--- src/rtl/spi_pkg.sv ---
// Shared types and helpers for the SPI master and its divided-clock front end.
package spi_pkg;

  typedef enum logic [1:0] {
    IDLE  = 2'd0,
    SHIFT = 2'd1,
    DONE  = 2'd2
  } spi_state_t;

  // Counter must hold 0 .. 2*dw (one count per SCK edge).
  function automatic int edge_cnt_width(input int dw);
    return $clog2(2 * dw + 1);
  endfunction

endpackage

--- src/rtl/sync_edge_det.sv ---
// Registers a level that lives in the clk domain and flags its rising/falling transitions.
// Reusable by any consumer of a divided-clock level.
module sync_edge_det #(
  parameter bit RST_VAL = 1'b1
) (
  input  logic clk,
  input  logic n_rst,
  input  logic i_d,
  output logic o_rise,
  output logic o_fall
);

  logic d_q;

  // Previous-cycle copy of the level.
  always_ff @(posedge clk or negedge n_rst) begin
    if (!n_rst) d_q <= RST_VAL;
    else        d_q <= i_d;
  end

  assign o_rise = ~d_q & i_d;
  assign o_fall = d_q & ~i_d;

endmodule

--- src/rtl/spi_master_ce.sv ---
// SPI master timed by the divided-clock level from an upstream divider.
// The divider idles high, so its falling edge is the SCK leading edge and
// its rising edge the trailing edge.
//
//   state | meaning
//   IDLE  | ready for a word, divider disabled, CS high
//   SHIFT | CS low, divider running, one SCK edge per divider transition
//   DONE  | last trailing edge seen; raise CS and publish RX word
module spi_master_ce
  import spi_pkg::*;
#(
  parameter int DATA_WIDTH = 8,
  parameter bit CPOL       = 1'b0,
  parameter bit CPHA       = 1'b0,
  parameter bit LSB_FIRST  = 1'b0
) (
  input  logic                  clk,
  input  logic                  n_rst,
  input  logic                  i_valid,
  output logic                  o_ready,
  input  logic [DATA_WIDTH-1:0] i_data,
  output logic                  o_rx_valid,
  output logic [DATA_WIDTH-1:0] o_rx_data,
  output logic                  o_busy,
  output logic                  o_div_en,
  input  logic                  i_sclk_div,
  output logic                  o_sclk,
  output logic                  o_mosi,
  output logic                  o_cs_n,
  input  logic                  i_miso
);

  localparam int            CW        = edge_cnt_width(DATA_WIDTH);
  localparam logic [CW-1:0] LAST_EDGE = CW'(2 * DATA_WIDTH - 1);

  spi_state_t            state, state_nxt;
  logic                  lead, trail;
  logic                  start, in_shift, samp_edge, shift_edge, last_edge;
  logic [CW-1:0]         edge_cnt;
  logic [DATA_WIDTH-1:0] tx_sr, rx_sr;

  function automatic logic first_bit(input logic [DATA_WIDTH-1:0] w);
    return LSB_FIRST ? w[0] : w[DATA_WIDTH-1];
  endfunction

  function automatic logic [DATA_WIDTH-1:0] shift_out(input logic [DATA_WIDTH-1:0] w);
    return LSB_FIRST ? (w >> 1) : (w << 1);
  endfunction

  function automatic logic [DATA_WIDTH-1:0] shift_in(input logic [DATA_WIDTH-1:0] w,
                                                      input logic b);
    return LSB_FIRST ? {b, w[DATA_WIDTH-1:1]} : {w[DATA_WIDTH-2:0], b};
  endfunction

  sync_edge_det #(.RST_VAL(1'b1)) u_edge_det (
    .clk    (clk),
    .n_rst  (n_rst),
    .i_d    (i_sclk_div),
    .o_rise (trail),
    .o_fall (lead)
  );

  assign start      = (state == IDLE) && i_valid;
  assign in_shift   = (state == SHIFT);
  assign samp_edge  = in_shift && (CPHA ? trail : lead);
  assign shift_edge = in_shift && (CPHA ? lead : trail);
  assign last_edge  = in_shift && trail && (edge_cnt == LAST_EDGE);

  assign o_ready = (state == IDLE);
  assign o_busy  = ~o_ready;

  // State register.
  always_ff @(posedge clk or negedge n_rst) begin
    if (!n_rst) state <= IDLE;
    else        state <= state_nxt;
  end

  // Next-state decode; unused encodings fall back to IDLE.
  always_comb begin
    state_nxt = state;
    case (state)
      IDLE:    if (i_valid) state_nxt = SHIFT;
      SHIFT:   if (last_edge) state_nxt = DONE;
      DONE:    state_nxt = IDLE;
      default: state_nxt = IDLE;
    endcase
  end

  // Datapath: edge counter, shift registers and registered SPI outputs.
  // For CPHA=0 the first bit goes out at capture, so tx_sr is pre-shifted
  // and each non-final trailing edge presents the next bit.
  always_ff @(posedge clk or negedge n_rst) begin
    if (!n_rst) begin
      edge_cnt   <= '0;
      tx_sr      <= '0;
      rx_sr      <= '0;
      o_rx_valid <= 1'b0;
      o_rx_data  <= '0;
      o_div_en   <= 1'b0;
      o_sclk     <= CPOL;
      o_mosi     <= 1'b0;
      o_cs_n     <= 1'b1;
    end else begin
      o_rx_valid <= 1'b0;
      if (start) begin
        o_cs_n   <= 1'b0;
        o_div_en <= 1'b1;
        edge_cnt <= '0;
        if (CPHA) begin
          tx_sr <= i_data;
        end else begin
          tx_sr  <= shift_out(i_data);
          o_mosi <= first_bit(i_data);
        end
      end
      if (in_shift) begin
        if (lead)  o_sclk <= ~CPOL;
        if (trail) o_sclk <= CPOL;
        if (lead || trail) edge_cnt <= edge_cnt + 1'b1;
        if (samp_edge) rx_sr <= shift_in(rx_sr, i_miso);
        if (shift_edge && !last_edge) begin
          o_mosi <= first_bit(tx_sr);
          tx_sr  <= shift_out(tx_sr);
        end
        if (last_edge) o_div_en <= 1'b0;
      end
      if (state == DONE) begin
        o_cs_n     <= 1'b1;
        o_rx_data  <= rx_sr;
        o_rx_valid <= 1'b1;
      end
    end
  end

endmodule
--- config.mk ---
export PLATFORM = sky130hd
export DESIGN_NAME = spi_master_ce
export DESIGN_NICKNAME = d
export VERILOG_FILES = /design/src/rtl/spi_pkg.sv /design/src/rtl/sync_edge_det.sv /design/src/rtl/spi_master_ce.sv
export SDC_FILE = /design/constraint.sdc
export NUM_CORES = 1
export LEC_CHECK = 0
export BUFFER_PORTS_ARGS = -buffer_cell sky130_fd_sc_hd__buf_2
export CAP_MARGIN = 30
export CORE_UTILIZATION = 40
export DETAILED_ROUTE_END_ITERATION = 6
export SYNTH_ARGS = -nofsm -noshare
export SYNTH_HDL_FRONTEND = slang
export SYNTH_SLANG_ARGS = --single-unit
--- constraint.sdc ---
create_clock -name clk -period 3.75 [get_ports clk]
set_clock_uncertainty 0.2 [all_clocks]
set_input_delay 0.5625 -clock clk [delete_from_list [all_inputs] [get_ports clk]]
set_output_delay 0.5625 -clock clk [all_outputs]
set_load 0.01 [all_outputs]
==> metrics.txt <==
number of register bits inferred by synthesis 37; Starting Density between 40% and 50%; maximum root-to-sink buffer count 2; summed instance area of the synthesized netlist about 1600 sq um; vertical die dimension approximately 64 microns; simple-gate portion of the synthesized area 15.4%; Max-cap violations 0; Post-route DRC 0; Max Clk Rate about 0.44 GHz; Power Density roughly 680 nW/um^2; number of nets with antenna violations after detailed routing 0; Gate power share 22.9%; dpl cell area between 1500 and 2000 sq um; Max rail drop VDD 0.256 mV; per-cell routed wire length between 10 and 15 microns; clock root buffer clkbuf_8; die footprint just over 4000 sq um; final standard cell utilization of the core about half; portion of the post-synthesis area used by sequential elements between 50% and 60%; category of the critical setup timing path flop to flop; per-cell via count in the routed design between 4 and 5; min Tclk post-route about 2300 ps; share of post-route cells with drive strength above 1 37.1%; switching power 364 uW; overall power consumption ~1.2 mW; pin slew with the least headroom to its limit between 700 and 800 ps; run status completed; estimated wirelength of the detail-placed design ~1800 microns; number of cells in the design after placement 199; Final Max Tran Viols 0; share of total power consumed by net switching between 20% and 30%; Final Setup Violations 0; Finished Cell Area 1830 sq um; area of the core about 3700 sq um; final sum of negative setup slack 0 ps; clock-pin transition on the worst setup and hold timing paths around 70 ps; leading cell types in the layout, fill and taps excluded dfrtp_1 (35), buf_2 (27), nand2_1 (23); H-tree depth 2; number of sinks handled by clock tree synthesis 37; CP Data Arrival Time around 2300 ps; Global Route Usage Sum between 10 and 15%; crit start category flop; Iteration-0 DRC Markers 63; endpoints failing hold 0; Hold Buf Count CTS 0; synthesized-area fraction occupied by ao, oa, aoi and oai cells 5.48%; multiplexer share of the synthesized area about an eighth; # nets final ~180; total via count after detailed routing between 1k and 1.5k; area delta synth->final 18.0%; Yosys warning total 0; total congestion overflow 0; number of buffers inserted by port buffering 27; endpoint type of the worst setup path flop; share of total power in sequential cells between 40% and 50%; number of antenna violations at the first check in global routing 0; adder and majority gate portion of the synthesized area approximately 3.2%; number of global-route vias before repair between 900 and 1k; clock network latency to the later pin of the worst-skew pair 290 ps; Req. time, crit path ~3700 ps; buffers inserted during post-CTS setup optimization 0; Synthesized Nets 146; top-level port count 28; synth unique cells 25; # rows 22; global-route wire length before repair 4300 microns; peak fanout along the critical path 17; Final Routed Wirelength about 2600 microns; CTS Buf Count 5; leakage power total around 0.93 nW; crit share post-route 60.7%; mean post-synth cell area 12.0 sq um; Ant. Diodes 0; cell count after synthesis approximately 130; Hold Crit Class input pin to asynchronous set/reset pin; Detailed Routing Iterations Pass 1 4; post-layout instance count excluding filler cells approximately 210; P_int approximately 900 uW; largest net degree at the start of global routing 38; width of the die between 60 and 70 microns; post-synthesis xor/xnor area fraction 0%; setup repair after global routing missed its margin false; weighted congestion at the end of routability-driven global placement 0.769; post-cts resize count 0; TritonCTS clock tree built; combinational family with the most area after synthesis simple AND/OR/NAND/NOR gates; worst slew slack as a fraction of its limit between 40% and 50%; leading cell type in the layout, fill and taps excluded dfrtp_1; clock share of power ~28%
-- power by group through the flow --
stage / Clock (mW) / Combinational, mW / Sequential, mW
5_1_grt: 0.388 / 0.321 / 0.625
6_report: 0.355 / 0.287 / 0.608
2_1_floorplan: 0 / 0.216 / 0.602
3_5_place_dp: 0 / 0.292 / 0.615
4_1_cts: 0.364 / 0.292 / 0.608
3_3_place_gp: 0 / 0.280 / 0.609
-- state kept, by name (all words and copies together), names as in the netlist --
signal	count
o_mosi	1
o_div_en	1
tx_sr	8
o_rx_data	8
o_rx_valid	1
rx_sr	8
o_sclk	1
u_edge_det.d_q	1
o_cs_n	1
edge_cnt	5
state	2
-- cell usage after synthesis --
cell type	count	share of area, %
nor2_1	12	2.9
dfrtp_1	35	56
buf_6	1	0.72
or3b_2	1	0.56
ha_1	4	3.2
nand4bb_1	1	0.72
nor3b_2	2	1.6
nand2_1	23	5.6
o2bb2ai_1	1	0.56
inv_1	4	0.97
or3b_1	1	0.56
and3_1	3	1.2
mux2i_1	2	1.3
nand4_1	1	0.40
mux2_2	16	12
and2b_2	2	1.1
dfstp_2	2	3.4
a21o_1	1	0.48
nand2_2	1	0.40
buf_2	2	0.64
a31oi_1	8	3.2
a22o_1	1	0.56
nand3_1	1	0.32
o21ai_0	2	0.64
buf_4	2	0.97
-- per-stage QoR --
| step | hold slack (ps) | worst slack [ps] |
|---|---|---|
| final | 149 | 1470 |
| after global routing | 192 | 1320 |
| after CTS | 171 | 1480 |
| after detailed placement | 263 | 1490 |
| after global placement | 261 | 1540 |
| after floorplan | 66.9 | 1900 |
-- critical path, cell delays in order (launching register included) --
cell and delay (ps):
dfrtp_1 410, ha_1 210, and3_1 180, ha_1 190
nand4bb_1 570, and3_1 400
-- worst paths after layout --
| kind | start | to | cells after the start | slack, ps |
|---|---|---|---|---|
| setup / recovery | edge_cnt[0]$_DFF_PN0_ | tx_sr[0]$_DFF_PN0_ | 5 | 1470 |
| hold / removal | n_rst | rx_sr[7]$_DFFE_PN0P_ | 1 | 150 |
| setup reg to reg | edge_cnt[0]$_DFF_PN0_ | tx_sr[0]$_DFF_PN0_ | 5 | 1470 |
| hold reg to reg | edge_cnt[3]$_DFF_PN0_ | edge_cnt[3]$_DFF_PN0_ | 1 | 270 |
| max in group asynchronous | n_rst | edge_cnt[4]$_DFF_PN0_ | 1 | 2690 |
| min in group clk | i_sclk_div | u_edge_det.d_q$_DFF_PN1_ | 1 | 200 |
-- layer usage --
layer	vias up	GRT usage [%]	share of wire (%)
li1	496	-	-
met1	492	17.7	47
met2	33	21.2	45
met3	5	3.57	5.9
met4	0	10.0	2.1
met5	-	0	0
-- cell type report --
cell class / count / area [sq um]
Tap cell: 48 / 60.1
Sequential cell: 37 / 928
Fill cell: 343 / 1860
Timing Repair Buffer: 27 / 135
Multi-Input combinational cell: 83 / 574
Clock buffer: 6 / 82.6
Inverter: 4 / 15.0
Clock inverter: 2 / 37.5
-- kinds of logic (layout without fill, tap and decap cells) --
logic type | after synthesis | in the layout
fa+ha+maj | 4 | 4
mux | 18 | 18
buf+inv | 9 | 39
simple gates | 48 | 48
flops | 37 | 37
compound gates | 13 | 13
Power figures use the tool's default switching activity.
